$ cat src/rtl/vram_pkg.sv
// Shared constants and fill-sequencer state encoding for the character VRAM write side.
package vram_pkg;

  localparam int VRAM_COLS   = 40;
  localparam int VRAM_ROWS   = 30;
  localparam int VRAM_ADDR_W = 11;
  localparam int VRAM_DATA_W = 8;

  typedef enum logic [1:0] {
    ST_IDLE = 2'd0,
    ST_FILL = 2'd1,
    ST_DONE = 2'd2
  } fill_state_t;

endpackage

$ cat src/rtl/vram_fill_seq.sv
// Screen/row fill engine: FSM, row-range clamp and linear address counter.
// Row-range selection is compiled only when VRAM_CTL_ROWFILL_EN is defined.
module vram_fill_seq
  import vram_pkg::*;
#(
  parameter int COLS   = VRAM_COLS,
  parameter int ROWS   = VRAM_ROWS,
  parameter int ADDR_W = VRAM_ADDR_W,
  parameter int DATA_W = VRAM_DATA_W
) (
  input  logic              clk25m,
  input  logic              rst_n,
  input  logic              start,
  input  logic [4:0]        row0,
  input  logic [4:0]        row1,
  input  logic [DATA_W-1:0] fill_data,
  input  logic              stall,
  output logic              want,
  output logic [ADDR_W-1:0] addr,
  output logic [DATA_W-1:0] data,
  output logic              busy,
  output logic              done
);

  fill_state_t       state_q, state_d;
  logic [ADDR_W-1:0] addr_q, addr_d;
  logic [ADDR_W-1:0] limit_q, limit_d;
  logic [DATA_W-1:0] data_q, data_d;
  logic              busy_q, done_q;

  logic [ADDR_W-1:0] range_first;
  logic [ADDR_W-1:0] range_limit;
  logic              range_empty;

`ifdef VRAM_CTL_ROWFILL_EN
  logic [4:0] row1_clamped;
  logic [5:0] row1_next;

  // limit is one past the last address of the final row, so it never exceeds ROWS*COLS
  always_comb begin
    row1_clamped = (int'(row1) >= ROWS) ? 5'(ROWS - 1) : row1;
    row1_next    = {1'b0, row1_clamped} + 6'd1;
    range_first  = ADDR_W'(row0) * ADDR_W'(COLS);
    range_limit  = ADDR_W'(row1_next) * ADDR_W'(COLS);
    range_empty  = (row0 > row1_clamped);
  end
`else
  logic unused_rows;

  assign range_first = '0;
  assign range_limit = ADDR_W'(ROWS * COLS);
  assign range_empty = 1'b0;
  assign unused_rows = ^{row0, row1};
`endif

  always_comb begin
    state_d = state_q;
    addr_d  = addr_q;
    limit_d = limit_q;
    data_d  = data_q;
    case (state_q)
      ST_IDLE: begin
        if (start) begin
          data_d  = fill_data;
          addr_d  = range_first;
          limit_d = range_limit;
          state_d = range_empty ? ST_DONE : ST_FILL;
        end
      end
      // A host grant freezes the counter and also holds off completion by one cycle
      ST_FILL: begin
        if (!stall) begin
          if (addr_q == limit_q) state_d = ST_DONE;
          else                   addr_d  = addr_q + ADDR_W'(1);
        end
      end
      ST_DONE: state_d = ST_IDLE;
      default: state_d = ST_IDLE;
    endcase
  end

  always_ff @(posedge clk25m or negedge rst_n) begin
    if (!rst_n) begin
      state_q <= ST_IDLE;
      addr_q  <= '0;
      limit_q <= '0;
      data_q  <= '0;
      busy_q  <= 1'b0;
      done_q  <= 1'b0;
    end else begin
      state_q <= state_d;
      addr_q  <= addr_d;
      limit_q <= limit_d;
      data_q  <= data_d;
      busy_q  <= (state_d == ST_FILL);
      done_q  <= (state_d == ST_DONE);
    end
  end

  assign want = (state_q == ST_FILL) && (addr_q != limit_q);
  assign addr = addr_q;
  assign data = data_q;
  assign busy = busy_q;
  assign done = done_q;

endmodule

$ cat src/rtl/vram_ctl.sv
// VRAM write-port arbiter: host handshake has priority over the fill engine.
// Build option VRAM_CTL_ROWFILL_EN enables row-range fills (else full-screen only).
module vram_ctl
  import vram_pkg::*;
#(
  parameter int COLS   = VRAM_COLS,
  parameter int ROWS   = VRAM_ROWS,
  parameter int ADDR_W = VRAM_ADDR_W,
  parameter int DATA_W = VRAM_DATA_W
) (
  input  logic              clk25m,
  input  logic              rst_n,
  input  logic              host_req,
  input  logic [ADDR_W-1:0] host_addr,
  input  logic [DATA_W-1:0] host_data,
  output logic              host_ack,
  input  logic              fill_start,
  input  logic [4:0]        fill_row0,
  input  logic [4:0]        fill_row1,
  input  logic [DATA_W-1:0] fill_data,
  output logic              fill_busy,
  output logic              fill_done,
  output logic [ADDR_W-1:0] vram_waddr,
  output logic [DATA_W-1:0] vram_wdata,
  output logic              vram_we
);

  logic              grant;
  logic              fill_want;
  logic [ADDR_W-1:0] fill_addr;
  logic [DATA_W-1:0] fill_byte;

  logic              vld_p1;
  logic              ack_p1;
  logic [ADDR_W-1:0] addr_p1;
  logic [DATA_W-1:0] data_p1;

  // A request seen during its own ack cycle is the same transaction, not a new one
  assign grant = host_req && !ack_p1;

  vram_fill_seq #(
    .COLS   (COLS),
    .ROWS   (ROWS),
    .ADDR_W (ADDR_W),
    .DATA_W (DATA_W)
  ) u_fill_seq (
    .clk25m    (clk25m),
    .rst_n     (rst_n),
    .start     (fill_start),
    .row0      (fill_row0),
    .row1      (fill_row1),
    .fill_data (fill_data),
    .stall     (grant),
    .want      (fill_want),
    .addr      (fill_addr),
    .data      (fill_byte),
    .busy      (fill_busy),
    .done      (fill_done)
  );

  // p1: registered write port
  always_ff @(posedge clk25m or negedge rst_n) begin
    if (!rst_n) begin
      vld_p1  <= 1'b0;
      ack_p1  <= 1'b0;
      addr_p1 <= '0;
      data_p1 <= '0;
    end else begin
      ack_p1 <= grant;
      vld_p1 <= grant || fill_want;
      if (grant) begin
        addr_p1 <= host_addr;
        data_p1 <= host_data;
      end else if (fill_want) begin
        addr_p1 <= fill_addr;
        data_p1 <= fill_byte;
      end
    end
  end

  assign vram_we    = vld_p1;
  assign host_ack   = ack_p1;
  assign vram_waddr = addr_p1;
  assign vram_wdata = data_p1;

endmodule
$ cat config.mk
export PLATFORM = sky130hd
export DESIGN_NAME = vram_ctl
export DESIGN_NICKNAME = d
export VERILOG_FILES = /design/src/rtl/vram_pkg.sv /design/src/rtl/vram_fill_seq.sv /design/src/rtl/vram_ctl.sv
export SDC_FILE = /design/constraint.sdc
export NUM_CORES = 1
export LEC_CHECK = 0
export ABC_AREA = 1
export BUFFER_PORTS_ARGS = -buffer_cell sky130_fd_sc_hd__buf_2
export CORE_ASPECT_RATIO = 0.5
export CORE_MARGIN = 2
export CORE_UTILIZATION = 52
export DETAILED_ROUTE_END_ITERATION = 12
export PLACE_DENSITY = 0.9
export SLEW_MARGIN = 40
export SYNTH_ARGS = -nofsm -noshare
export SYNTH_HDL_FRONTEND = slang
export SYNTH_SLANG_ARGS = --single-unit
$ cat constraint.sdc
create_clock -name clk25m -period 1.9 [get_ports clk25m]
set_clock_uncertainty 0.2 [all_clocks]
set_input_delay 0.285 -clock clk25m [delete_from_list [all_inputs] [get_ports clk25m]]
set_output_delay 0.285 -clock clk25m [all_outputs]
set_load 0.005 [all_outputs]
==> out/qor.csv, run 1 <==
stage;metric;value;unit
yosys;post_synth_instance_area;2303;um^2
layout;regArea;1126;um^2
setup_path;cp-start-kind;flop;
global_routing;globalRouteTotalUtil;0.2341;
setup_path;timing.critical_path.slowest_cell_delay;0.46;ns
timing;timing.final.ws_setup;0.04759;ns
clocking;cts.sink_count;45;
setup_path;critical_path.slowest_cell;sky130_fd_sc_hd__dfrtp_1;
detailed_routing;drc_errors;0;
detailed_routing;wire_per_inst;13.38;um
timing;final.hold.worst_slack;0.01285;ns
yosys;syn-instance-count;301;
setup_path;critical_path_arrival;1.81;ns
timing;max-slew-margin-rel;0.6301;
floorplanning;ios;64;
job;number_of_max_cap_violations;0;
setup_path;timing.rr.end;u_fill_seq.busy$_DFF_PN0_;
detailed_routing;detail_route.vias_per_cell;5.191;
setup_path;launch_point_of_the_critical_path;u_fill_seq.addr[4]$_DFFE_PN0P_;
clocking;cts-root-to-sink-buffers;2;
setup_path;cp_cell_sequence;nand2_2 -> o21ai_1 -> nand3_2 -> nand2_4 -> buf_4 -> buf_4 -> o211ai_1;
detailed_routing;wirelength;5.739;mm
timing;finalHoldViolCount;0;
detailed_routing;route.antenna.remaining_nets;0;
floorplanning;core_region_area;4318;um^2
global_routing;overflow;0;
layout;drive_above_1_share;0.2634;
power;totalPowerFinal;0.002601;W
layout;multi_input_area;1045;um^2
setup_path;crit_path_max_fanout;6;
clocking;root_buffer;sky130_fd_sc_hd__clkbuf_8;
timing;clock.fmax;539.8;MHz
layout;antenna_cells;0;
yosys;synth-warning-count;0;
setup_path;path_class;flop to flop;
floorplanning;design.die.area;5010;um^2
setup_path;crit_cells;7;
setup_path;worstSetupEndpoint;u_fill_seq.busy$_DFF_PN0_;
global_routing;number_of_antenna_violations_at_the_first_check_in_global_routing;0;
floorplanning;row_count;17;
setup_path;crit_buf_inv;2;
clocking;cts.reportedPaths.clkPinSlew;0.08;ns
layout;fillCellCount;305;
setup_path;reg2reg_depth;7;
timing;maxSlewViolCount;0;
global_routing;grt_pass1_wl;9.273;mm
placement;preCtsSetupSlack;0.1061;ns
placement;globalplace.congestion;0.9106;
power;total_leakage_power;1.631;nW
placement;port_buffers;53;
detailed_routing;drt_pre_antenna_iters;5;
min_path;holdCritPathClass;primary input to flop;
power;power.density_cell_area;900.6;nW/um^2
status;status;finished clean;
yosys;synth.ff_latch_count;45;
yosys;ys_types;23;
layout;layout_area_overhead;25.37;%
setup_path;crit_path_frequent_cell;sky130_fd_sc_hd__buf_4;
placement;placed_cells;415;
setup_path;critPathCaptureType;flop;
timing;clock_period_minus_final_worst_setup_slack;1.852;ns
timing;layout_worst_path_cycle_share;0.9750;
global_routing;number_of_global_route_vias_before_repair;2063;
yosys;avgSynthCellArea;7.653;um^2
timing;finalSetupViolCount;0;
clocking;cts_tree;built;
floorplanning;die_height;51.06;um
global_routing;grt_max_degree;46;
power;largest_voltage_drop_on_the_vdd_net;0.5291;mV
yosys;synth_sequential_area_ratio;0.4889;
setup_path;critPathTopFamily;simple AND/OR/NAND/NOR gates;
setup_path;reg_to_reg_setup_timing_slack;0.05;ns
timing;worst-slew-pin-transition;0.5549;ns
clocking;htree_num_levels;2;
floorplanning;initial_cell_density_of_the_core;0.5335;
detailed_routing;route.vias.total;2227;
clocking;tritoncts.num_buffers;5;
layout;fin_nets;414;
layout;stdcell_count;429;
setup_path;critical_path.reg2reg.startpoint;u_fill_seq.addr[4]$_DFFE_PN0P_;
setup_path;cp_data_required_time;1.86;ns
yosys;net_count_after_synthesis;344;
timing;finalSetupTns;0;ns
detailed_routing;drt_first_iter_violations;141;
floorplanning;die_x;98.13;um
placement;detailedPlacementHpwl;3.875;mm
clocking;later_pin_clock_latency_in_the_skew_report;0.29;ns
cells in the final DEF, fill, tap and decap left out, types with 2 or more instances in the layout:
cell type	count
sky130_fd_sc_hd__o21ai_0	9
sky130_fd_sc_hd__nor3_1	2
sky130_fd_sc_hd__a21oi_1	4
sky130_fd_sc_hd__inv_1	22
sky130_fd_sc_hd__mux2_2	4
sky130_fd_sc_hd__o211ai_1	2
sky130_fd_sc_hd__xor2_1	5
sky130_fd_sc_hd__inv_2	2
sky130_fd_sc_hd__nor2_1	22
sky130_fd_sc_hd__dfrtp_1	45
sky130_fd_sc_hd__buf_2	53
sky130_fd_sc_hd__nand3_1	26
sky130_fd_sc_hd__nand2_1	120
sky130_fd_sc_hd__clkbuf_8	5
sky130_fd_sc_hd__nand2_2	4
sky130_fd_sc_hd__nand4_1	12
sky130_fd_sc_hd__ha_1	2
sky130_fd_sc_hd__buf_4	21
layout make-up:
class | instances | area share
multi-input cells | 219 | 0.3618
clock inverters | 2 | 0.01343
clock buffers | 6 | 0.02513
well taps | 57 | 0.02470
inverters | 24 | 0.03120
repair buffers | 76 | 0.1538
flip-flops and latches | 45 | 0.3899
cell families (layout without fill, tap and decap cells):
group,count (synthesis),in the layout,synth area share
mux,4,4,0.01955
xor+xnor,5,5,0.01901
fa+ha+maj,2,2,0.01086
flops,45,45,0.4889
buf+inv,38,108,0.07061
compound gates,18,18,0.04454
simple gates,189,190,0.3465
per-stage QoR:
step,cell area [um^2],util
floorplan,2303,-
global placement,2705,0.6265
detailed placement,2705,0.6265
CTS,2826,0.6546
global route,2888,0.6688
finish,2888,0.6688
cells in the mapped netlist:
cell | count | area, um^2
sky130_fd_sc_hd__nand2_1 | 122 | 457.9
sky130_fd_sc_hd__dfrtp_1 | 45 | 1126
sky130_fd_sc_hd__nand3_1 | 26 | 130.1
sky130_fd_sc_hd__inv_1 | 23 | 86.33
sky130_fd_sc_hd__nor2_1 | 23 | 86.33
sky130_fd_sc_hd__nand4_1 | 12 | 75.07
sky130_fd_sc_hd__clkbuf_1 | 9 | 33.78
sky130_fd_sc_hd__o21ai_0 | 9 | 45.04
sky130_fd_sc_hd__xor2_1 | 5 | 43.79
sky130_fd_sc_hd__a21oi_1 | 4 | 20.02
sky130_fd_sc_hd__mux2_2 | 4 | 45.04
sky130_fd_sc_hd__buf_4 | 3 | 22.52
sky130_fd_sc_hd__ha_1 | 2 | 25.02
sky130_fd_sc_hd__nand2_4 | 2 | 22.52
sky130_fd_sc_hd__nor3_1 | 2 | 10.01
sky130_fd_sc_hd__o211ai_1 | 2 | 15.01
sky130_fd_sc_hd__o21ai_2 | 2 | 17.52
sky130_fd_sc_hd__buf_2 | 1 | 5.000
sky130_fd_sc_hd__buf_6 | 1 | 11.26
sky130_fd_sc_hd__inv_2 | 1 | 3.750
sky130_fd_sc_hd__nand2_2 | 1 | 6.260
sky130_fd_sc_hd__nand3_2 | 1 | 10.01
sky130_fd_sc_hd__o21ai_1 | 1 | 5.000
flip-flops by register name, indices dropped and copies added (netlist names):
name	flops
vram_we	1
u_fill_seq.done	1
u_fill_seq.state_q	2
vram_wdata	8
u_fill_seq.busy	1
host_ack	1
u_fill_seq.limit_q	1
u_fill_seq.data	8
u_fill_seq.addr	11
vram_waddr	11
metal layers:
| layer | part of all wire | vias up | track usage |
|---|---|---|---|
| met3 | 0.068 | 17 | 0.04514 |
| met4 | 0.024 | 0 | 0.1042 |
| met1 | 0.42 | 1021 | 0.2924 |
| met2 | 0.49 | 101 | 0.4053 |
| met5 | 0 | - | 0 |
| li1 | - | 1088 | - |
repair_timing:
item                                   in CTS  in global routing
resized for setup                           0                  6
hold buffers                                1                  0
endpoints found under the hold margin      45                  0
setup buffers                               0                  4
setup endpoints to repair                   0                 26
power by group:
group / internal, W / leakage (nW) / total, W / switching, W
logic: 0.000299 / 1.03 / 0.000686 / 0.000387
registers: 0.00111 / 0.550 / 0.00121 / 0.0000963
clock network: 0.000395 / 0.0554 / 0.000709 / 0.000314
total: 0.00180 / 1.63 / 0.00260 / 0.000798
worst register-to-register path, delay by kind of cell, from the launching register on:
kind,cells,cell delay (ns)
AOI/OAI and AO/OA,2,0.29
buffers and inverters,2,0.24
DFF,1,0.46
and+or+nand+nor,3,0.53
how the worst min path moves through the flow:
stage | to | depth (start not counted) | slack, ns | start
global route | u_fill_seq.data[4]$_DFFE_PN0P_ | 2 | 0.02 | fill_data[4]
detailed placement | u_fill_seq.addr[9]$_DFFE_PN0P_ | 2 | 0.20 | rst_n
finish | vram_waddr[7]$_DFFE_PN0P_ | 3 | 0.01 | host_addr[7]
global placement | u_fill_seq.addr[7]$_DFFE_PN0P_ | 2 | 0.19 | rst_n
floorplan | host_ack$_DFF_PN0_ | 0 | -0.21 | rst_n
CTS | vram_waddr[7]$_DFFE_PN0P_ | 3 | 0.01 | host_addr[7]
No activity file was read; power rests on OpenSTA's default activity.
==> run 2: changes to the inputs <==
==> constraint.sdc (replaced) <==
create_clock -name clk25m -period 1.9 [get_ports clk25m]
set_clock_uncertainty 0.2 [all_clocks]
set_input_delay 0.19 -clock clk25m [delete_from_list [all_inputs] [get_ports clk25m]]
set_output_delay 0.19 -clock clk25m [all_outputs]
set_load 0.005 [all_outputs]
==> run 2 against run 1 <==
Compared with the run above:
- the run now ends with negative hold slack, negative setup slack left
- fmax down 7.0%
- setup slack worse by 0.14 ns
- combinational power up 18%
- sequential share of layout area down 3.4 points
- total power up 11%
- final cell count up 6.1%
==> out/qor.csv, run 2 (synthesis gave the netlist of run 1 again) <==
stage;metric;value;unit
status;status;finished, violations left;
status;violations_in_the_final_reports;negative hold slack, negative setup slack;
clocking;later_pin_clock_latency_in_the_skew_report;0.33;ns
timing;finalHoldViolCount;1;
clocking;tritoncts.num_buffers;5;
global_routing;number_of_global_route_vias_before_repair;2528;
power;largest_voltage_drop_on_the_vdd_net;0.4204;mV
timing;final.hold.worst_slack;-0.03063;ns
layout;final_area;3173;um^2
layout;fillCellCount;256;
setup_path;path_class;flop to flop;
global_routing;globalRouteTotalUtil;0.3144;
min_path;holdCritPathClass;primary input to flop;
floorplanning;die_height;51.06;um
placement;port_buffers;53;
clocking;root_buffer;sky130_fd_sc_hd__clkbuf_8;
detailed_routing;drc_errors;0;
floorplanning;design.die.area;5010;um^2
power;total_leakage_power;1.743;nW
placement;detailedPlacementHpwl;3.877;mm
clocking;cts.reportedPaths.clkPinSlew;0.10;ns
timing;clock_period_minus_final_worst_setup_slack;1.993;ns
setup_path;cp_data_required_time;1.91;ns
floorplanning;core_region_area;4318;um^2
timing;layout_worst_path_cycle_share;1.049;
timing;max-slew-margin-rel;0.5451;
clocking;cts-root-to-sink-buffers;2;
layout;leading_cell_type_in_the_layout_fill_and_taps_excluded;sky130_fd_sc_hd__nand2_1;
global_routing;number_of_antenna_violations_at_the_first_check_in_global_routing;0;
min_path;whs_path_depth;5;
floorplanning;initial_cell_density_of_the_core;0.5335;
clocking;cts.sink_count;45;
global_routing;grt_max_degree;31;
setup_path;cp-start-kind;flop;
timing;timing.final.ws_setup;-0.09261;ns
placement;globalplace.congestion;0.9258;
global_routing;overflow;0;
timing;finalSetupViolCount;4;
layout;layout_common_cells;sky130_fd_sc_hd__nand2_1 (122), sky130_fd_sc_hd__buf_2 (53), sky130_fd_sc_hd__dfrtp_1 (43);
timing;clock.fmax;501.9;MHz
floorplanning;die_x;98.13;um
timing;maxSlewViolCount;0;
layout;layout_area_overhead;37.75;%
setup_path;crit_path_max_fanout;6;
setup_path;reg_to_reg_setup_timing_slack;-0.09;ns
detailed_routing;drt_pre_antenna_iters;7;
setup_path;critical_path.reg2reg.startpoint;u_fill_seq.addr[4]$_DFFE_PN0P_;
detailed_routing;drt_first_iter_violations;495;
detailed_routing;route.vias.total;2832;
global_routing;grt_pass1_wl;12.19;mm
min_path;min_delay_worst_endpoint;vram_wdata[3]$_DFFE_PN0P_;
setup_path;reg2reg_depth;9;
layout;antenna_cells;0;
power;totalPowerFinal;0.002882;W
detailed_routing;wire_per_inst;18.98;um
placement;place_area;2718;um^2
detailed_routing;wirelength;8.637;mm
floorplanning;row_count;17;
layout;drive_above_1_share;0.2613;
floorplanning;ios;64;
setup_path;timing.rr.end;u_fill_seq.addr[10]$_DFFE_PN0P_;
min_path;timing.hold.worst.start;host_data[3];
clocking;htree_num_levels;2;
detailed_routing;detail_route.vias_per_cell;6.224;
setup_path;critical_path_arrival;2.00;ns
setup_path;critPathCaptureType;flop;
job;number_of_max_cap_violations;0;
power;power.density_cell_area;908.1;nW/um^2
clocking;cts_tree;built;
timing;worst-slew-pin-transition;0.6824;ns
detailed_routing;route.antenna.remaining_nets;0;
layout;fin_nets;440;
run 2: cell count changes in the layout (fill, tap and decap cells not counted), sizes merged:
cell	change
clkinv	-1
dlygate4sd3	+22
buf	+5
inv	-1
nand2	-1
clkinvlp	+2
run 2: metrics by stage:
stage,util,hold slack [ns],std cells,setup TNS [ns],worst slack [ns]
2_1_floorplan,-,-0.3056,301,0,0.2511
3_3_place_gp,0.6294,0.04077,415,0,0.1417
3_5_place_dp,0.6294,0.05061,415,0,0.1002
4_1_cts,0.7105,0.005149,446,0,0.01134
5_1_grt,0.7349,0.04769,455,-1.038,-0.1761
6_report,0.7349,-0.03063,455,-0.1561,-0.09261
run 2: area by class of cell:
| cell class | instances | area [um^2] | share of cell area |
|---|---|---|---|
| Clock buffer | 6 | 82.58 | 0.02603 |
| Clock inverter | 2 | 37.54 | 0.01183 |
| Inverter | 24 | 93.84 | 0.02957 |
| Multi-Input combinational cell | 218 | 1045 | 0.3293 |
| Sequential cell | 45 | 1129 | 0.3557 |
| Tap cell | 57 | 71.32 | 0.02248 |
| Timing Repair Buffer | 103 | 714.4 | 0.2252 |
run 2: worst max-delay path by stage:
stage / start / to / slack, ns / depth (start not counted)
floorplan: u_fill_seq.addr[0]$_DFFE_PN0P_ / vram_waddr[10]$_DFFE_PN0P_ / 0.25 / 10
global placement: u_fill_seq.addr[1]$_DFFE_PN0P_ / vram_waddr[10]$_DFFE_PN0P_ / 0.14 / 9
detailed placement: u_fill_seq.addr[1]$_DFFE_PN0P_ / vram_waddr[0]$_DFFE_PN0P_ / 0.10 / 9
CTS: u_fill_seq.addr[1]$_DFFE_PN0P_ / vram_waddr[0]$_DFFE_PN0P_ / 0.01 / 9
global route: u_fill_seq.addr[0]$_DFFE_PN0P_ / u_fill_seq.addr[4]$_DFFE_PN0P_ / -0.18 / 7
finish: u_fill_seq.addr[4]$_DFFE_PN0P_ / u_fill_seq.addr[10]$_DFFE_PN0P_ / -0.09 / 9
run 2: what timing repair did:
action                                  in CTS  in global routing
setup buffers                                0                  9
endpoints found under the setup margin       0                 20
endpoints found under the hold margin       50                  0
hold buffers                                23                  0
gates resized for setup                      0                  8
run 2: per-layer routing:
layer,vias to the layer above,wire length (um),GRT usage
met3,109,1209,0.06156
met5,-,0,0
met2,342,3641,0.5274
met4,0,814,0.1736
met1,1236,2971,0.3923
li1,1145,-,-
run 2: critical path, stage by stage, from the launching register on:
cell	delay, ns
sky130_fd_sc_hd__dfrtp_2	0.49
sky130_fd_sc_hd__nor2_1	0.22
sky130_fd_sc_hd__nand2_1	0.10
sky130_fd_sc_hd__nand2_1	0.14
sky130_fd_sc_hd__nand3_4	0.14
sky130_fd_sc_hd__buf_4	0.19
sky130_fd_sc_hd__nor2_1	0.11
sky130_fd_sc_hd__nor2_1	0.06
sky130_fd_sc_hd__nand2_1	0.14
sky130_fd_sc_hd__nand2_1	0.09
run 2: power breakdown:
part           switching (W)  total (W)  internal, W  leakage (nW)
sequential          0.000139    0.00125      0.00111         0.548
combinational       0.000479   0.000809     0.000329          1.14
clock               0.000391   0.000820     0.000429        0.0574
total                0.00101    0.00288      0.00187          1.74
==> run 3: changes to the inputs <==
--- a/config.mk
+++ b/config.mk
@@ -5,13 +5,12 @@
 export SDC_FILE = /design/constraint.sdc
 export NUM_CORES = 1
 export LEC_CHECK = 0
-export ABC_AREA = 1
 export BUFFER_PORTS_ARGS = -buffer_cell sky130_fd_sc_hd__buf_2
 export CORE_ASPECT_RATIO = 0.5
 export CORE_MARGIN = 2
 export CORE_UTILIZATION = 52
 export DETAILED_ROUTE_END_ITERATION = 12
-export PLACE_DENSITY = 0.9
+export PLACE_DENSITY = 0.89
 export SLEW_MARGIN = 40
 export SYNTH_ARGS = -nofsm -noshare
 export SYNTH_HDL_FRONTEND = slang
==> run 3 against run 2 <==
Compared with the run above:
- the run ends with negative setup slack left
- utilization increased by 4.3 points
- setup slack got worse by 0.15 ns
- combinational power increased to 2.8 times the previous value
- fmax decreased by 6.8%
- critical path type unchanged
==> out/qor.csv, run 3 <==
stage;metric;value;unit
detailed_routing;route.vias.total;2835;
placement;port_buffers;53;
setup_path;reg_to_reg_setup_timing_slack;-0.24;ns
timing;clock.fmax;467.6;MHz
detailed_routing;route.antenna.remaining_nets;0;
min_path;holdCritPathClass;primary input to asynchronous set/reset pin;
floorplanning;core_region_area;4424;um^2
timing;timing.final.ws_setup;-0.2388;ns
clocking;cts.reportedPaths.clkPinSlew;0.09;ns
power;total_leakage_power;1.612;nW
floorplanning;design.die.area;5210;um^2
timing;clock_period_minus_final_worst_setup_slack;2.139;ns
setup_path;timing.rr.end;vram_wdata[3]$_DFFE_PN0P_;
floorplanning;initial_cell_density_of_the_core;0.5427;
layout;layout_area_overhead;43.30;%
timing;maxSlewViolCount;0;
setup_path;cp-start-kind;flop;
yosys;post_synth_instance_area;2401;um^2
clocking;cts_tree;built;
placement;globalplace.congestion;0.9703;
yosys;net_count_after_synthesis;294;
timing;finalHoldViolCount;0;
detailed_routing;drc_errors;0;
setup_path;launch_point_of_the_critical_path;u_fill_seq.addr[9]$_DFFE_PN0P_;
power;clock_power_share;0.172;
global_routing;globalRouteTotalUtil;0.3392;
global_routing;number_of_global_route_vias_before_repair;2520;
clocking;later_pin_clock_latency_in_the_skew_report;0.31;ns
placement;detailedPlacementHpwl;4.550;mm
yosys;most_frequently_used_flop_master_after_synthesis;sky130_fd_sc_hd__dfrtp_1;
setup_path;critical_path_arrival;2.15;ns
layout;antenna_cells;0;
yosys;synth_commonest_cells;sky130_fd_sc_hd__nand2_1 (46), sky130_fd_sc_hd__dfrtp_1 (45), sky130_fd_sc_hd__a31oi_1 (22);
setup_path;path_class;flop to flop;
setup_path;cp_cell_sequence;or4_4 -> buf_6 -> nor2_4 -> buf_6 -> a31oi_1 -> a31oi_1;
floorplanning;die_height;52.05;um
layout;fillCellCount;223;
setup_path;crit_cells;6;
detailed_routing;drt_pre_antenna_iters;9;
clocking;tritoncts.num_buffers;5;
timing;finalSetupTns;-3.553;ns
detailed_routing;wirelength;9.844;mm
clocking;root_buffer;sky130_fd_sc_hd__clkbuf_8;
setup_path;timing.critical_path.slowest_cell_delay;0.54;ns
yosys;synth-warning-count;0;
setup_path;crit_buf_inv;2;
power;swShare;0.4239;
layout;leading_cell_type_in_the_layout_fill_and_taps_excluded;sky130_fd_sc_hd__buf_2;
yosys;synth.top_cell.area_share;0.4690;
power;power.density_cell_area;1330;nW/um^2
detailed_routing;detail_route.vias_per_cell;6.831;
global_routing;overflow;0;
detailed_routing;drt_first_iter_violations;577;
detailed_routing;wire_per_inst;23.72;um
clocking;cts-root-to-sink-buffers;2;
layout;layout_common_cells;sky130_fd_sc_hd__buf_2 (53), sky130_fd_sc_hd__nand2_1 (46), sky130_fd_sc_hd__dfrtp_1 (45);
timing;finalSetupViolCount;29;
setup_path;critical_path.slowest_cell;sky130_fd_sc_hd__or4_4;
power;largest_voltage_drop_on_the_vdd_net;0.5413;mV
setup_path;critical_path.reg2reg.startpoint;u_fill_seq.addr[9]$_DFFE_PN0P_;
global_routing;grt_pass1_wl;13.20;mm
yosys;synth.ff_latch_count;45;
yosys;avgSynthCellArea;9.566;um^2
power;power.net_switching;0.001939;W
global_routing;grt_max_degree;27;
layout;finalCoreUtilization;0.7777;
clocking;cts.sink_count;45;
setup_path;critPathCaptureType;flop;
clocking;htree_num_levels;2;
yosys;ys_types;43;
yosys;yosys.cell_count.top_type;sky130_fd_sc_hd__nand2_1;
yosys;number_of_flops_mapped_to_enable_cells_by_yosys;0;
yosys;synth_sequential_area_ratio;0.4690;
power;share_seq_of_total_power;0.332;
yosys;syn-instance-count;251;
setup_path;reg2reg_depth;6;
floorplanning;die_x;100.1;um
floorplanning;row_count;17;
power;power.share.combinational;0.496;
setup_path;crit_path_max_fanout;7;
yosys;netlist.top_cell.by_area;sky130_fd_sc_hd__dfrtp_1;
setup_path;cp_data_required_time;1.91;ns
power;internal-power;0.002635;W
global_routing;number_of_antenna_violations_at_the_first_check_in_global_routing;0;
layout;drive_above_1_share;0.3659;
timing;rsz0062_at_grt;yes;
status;status;finished, violations left;
job;number_of_max_cap_violations;0;
timing;layout_worst_path_cycle_share;1.126;
timing;worst-slew-pin-transition;0.7195;ns
layout;fin_nets;400;
timing;max-slew-margin-rel;0.5185;
yosys;fraction_of_registers_with_async_set_reset;1.000;
floorplanning;ios;64;
yosys;netlist_top_cells_area;sky130_fd_sc_hd__dfrtp_1 (47%), sky130_fd_sc_hd__nand2_1 (7.2%), sky130_fd_sc_hd__a31oi_1 (5.7%), sky130_fd_sc_hd__o211ai_1 (5.0%), sky130_fd_sc_hd__and2_1 (3.4%);
status;violations_in_the_final_reports;negative setup slack;
setup_path;critPathTopFamily;simple AND/OR/NAND/NOR gates;
setup_path;worstSetupEndpoint;vram_wdata[3]$_DFFE_PN0P_;
## run 3: what timing repair did
action                                 CTS  global route
cloned                                   1             0
gates resized for setup                 24            11
buffers inserted                         2             2
endpoints found under the hold margin   49             0
hold buffers                            28             0
setup endpoints to repair               28            40
pin swaps                               13             7
## run 3: stage by stage
step	power (W)	std cells	hold slack, ns	worst slack, ns	instance area, um^2
floorplan	0.002523	251	-0.3056	-0.1420	2401
global placement	0.003065	374	-0.003962	-0.1109	2893
detailed placement	0.003163	374	0.01448	-0.1445	2893
CTS	0.004138	413	0.2280	-0.1225	3391
global route	0.004721	415	0.2406	-0.2968	3441
finish	0.004575	415	0.2054	-0.2388	3441
## run 3: worst register-to-register path, delay by kind of cell (launching register included)
family,cells,cell delay [ns]
buffers and inverters,2,0.32
DFF,1,0.42
AOI/OAI and AO/OA,2,0.35
and+or+nand+nor,2,0.75
## run 3: layout make-up
class,instances,area [um^2],area share
clock inverter,1,30.03,0.008727
sequential,45,1126,0.3273
timing repair buffer,118,882.1,0.2564
inverter,7,26.28,0.007636
clock buffer,7,86.33,0.02509
tap,57,71.32,0.02073
multi-input combinational,180,1219,0.3542
## run 3: per-layer routing
layer	global-route usage	wire length, um	vias up
met5	0	0	-
met4	0.1142	687	0
met3	0.1008	1411	105
met2	0.5450	3995	295
met1	0.4453	3750	1317
li1	-	-	1118
## run 3: worst min-delay path by stage
stage               start                                end  depth (start not counted)
2_1_floorplan       rst_n                 host_ack$_DFF_PN0_                          0
4_1_cts             rst_n    u_fill_seq.addr[10]$_DFFE_PN0P_                          2
6_report            rst_n          vram_waddr[2]$_DFFE_PN0P_                          2
3_5_place_dp        rst_n    u_fill_seq.addr[10]$_DFFE_PN0P_                          1
5_1_grt        fill_start  u_fill_seq.limit_q[4]$_DFFE_PN0P_                          3
3_3_place_gp        rst_n    u_fill_seq.addr[10]$_DFFE_PN0P_                          1
## run 3: kinds of logic (layout without fill, tap and decap cells)
group / after synthesis / count (layout) / share of synthesized area
simple gates: 99 / 99 / 0.2006
compound gates: 76 / 76 / 0.2507
flops: 45 / 45 / 0.4690
buf+inv: 26 / 133 / 0.05680
mux: 3 / 3 / 0.01251
fa+ha+maj: 2 / 2 / 0.01042
## run 3: power by group through the flow
stage / combinational, W / sequential [W] / clock, W
final: 0.00227 / 0.00152 / 0.000786
after floorplan: 0.00103 / 0.00149 / 0
after detailed placement: 0.00169 / 0.00147 / 0
after global routing: 0.00235 / 0.00154 / 0.000827
after global placement: 0.00161 / 0.00145 / 0
after CTS: 0.00192 / 0.00146 / 0.000758
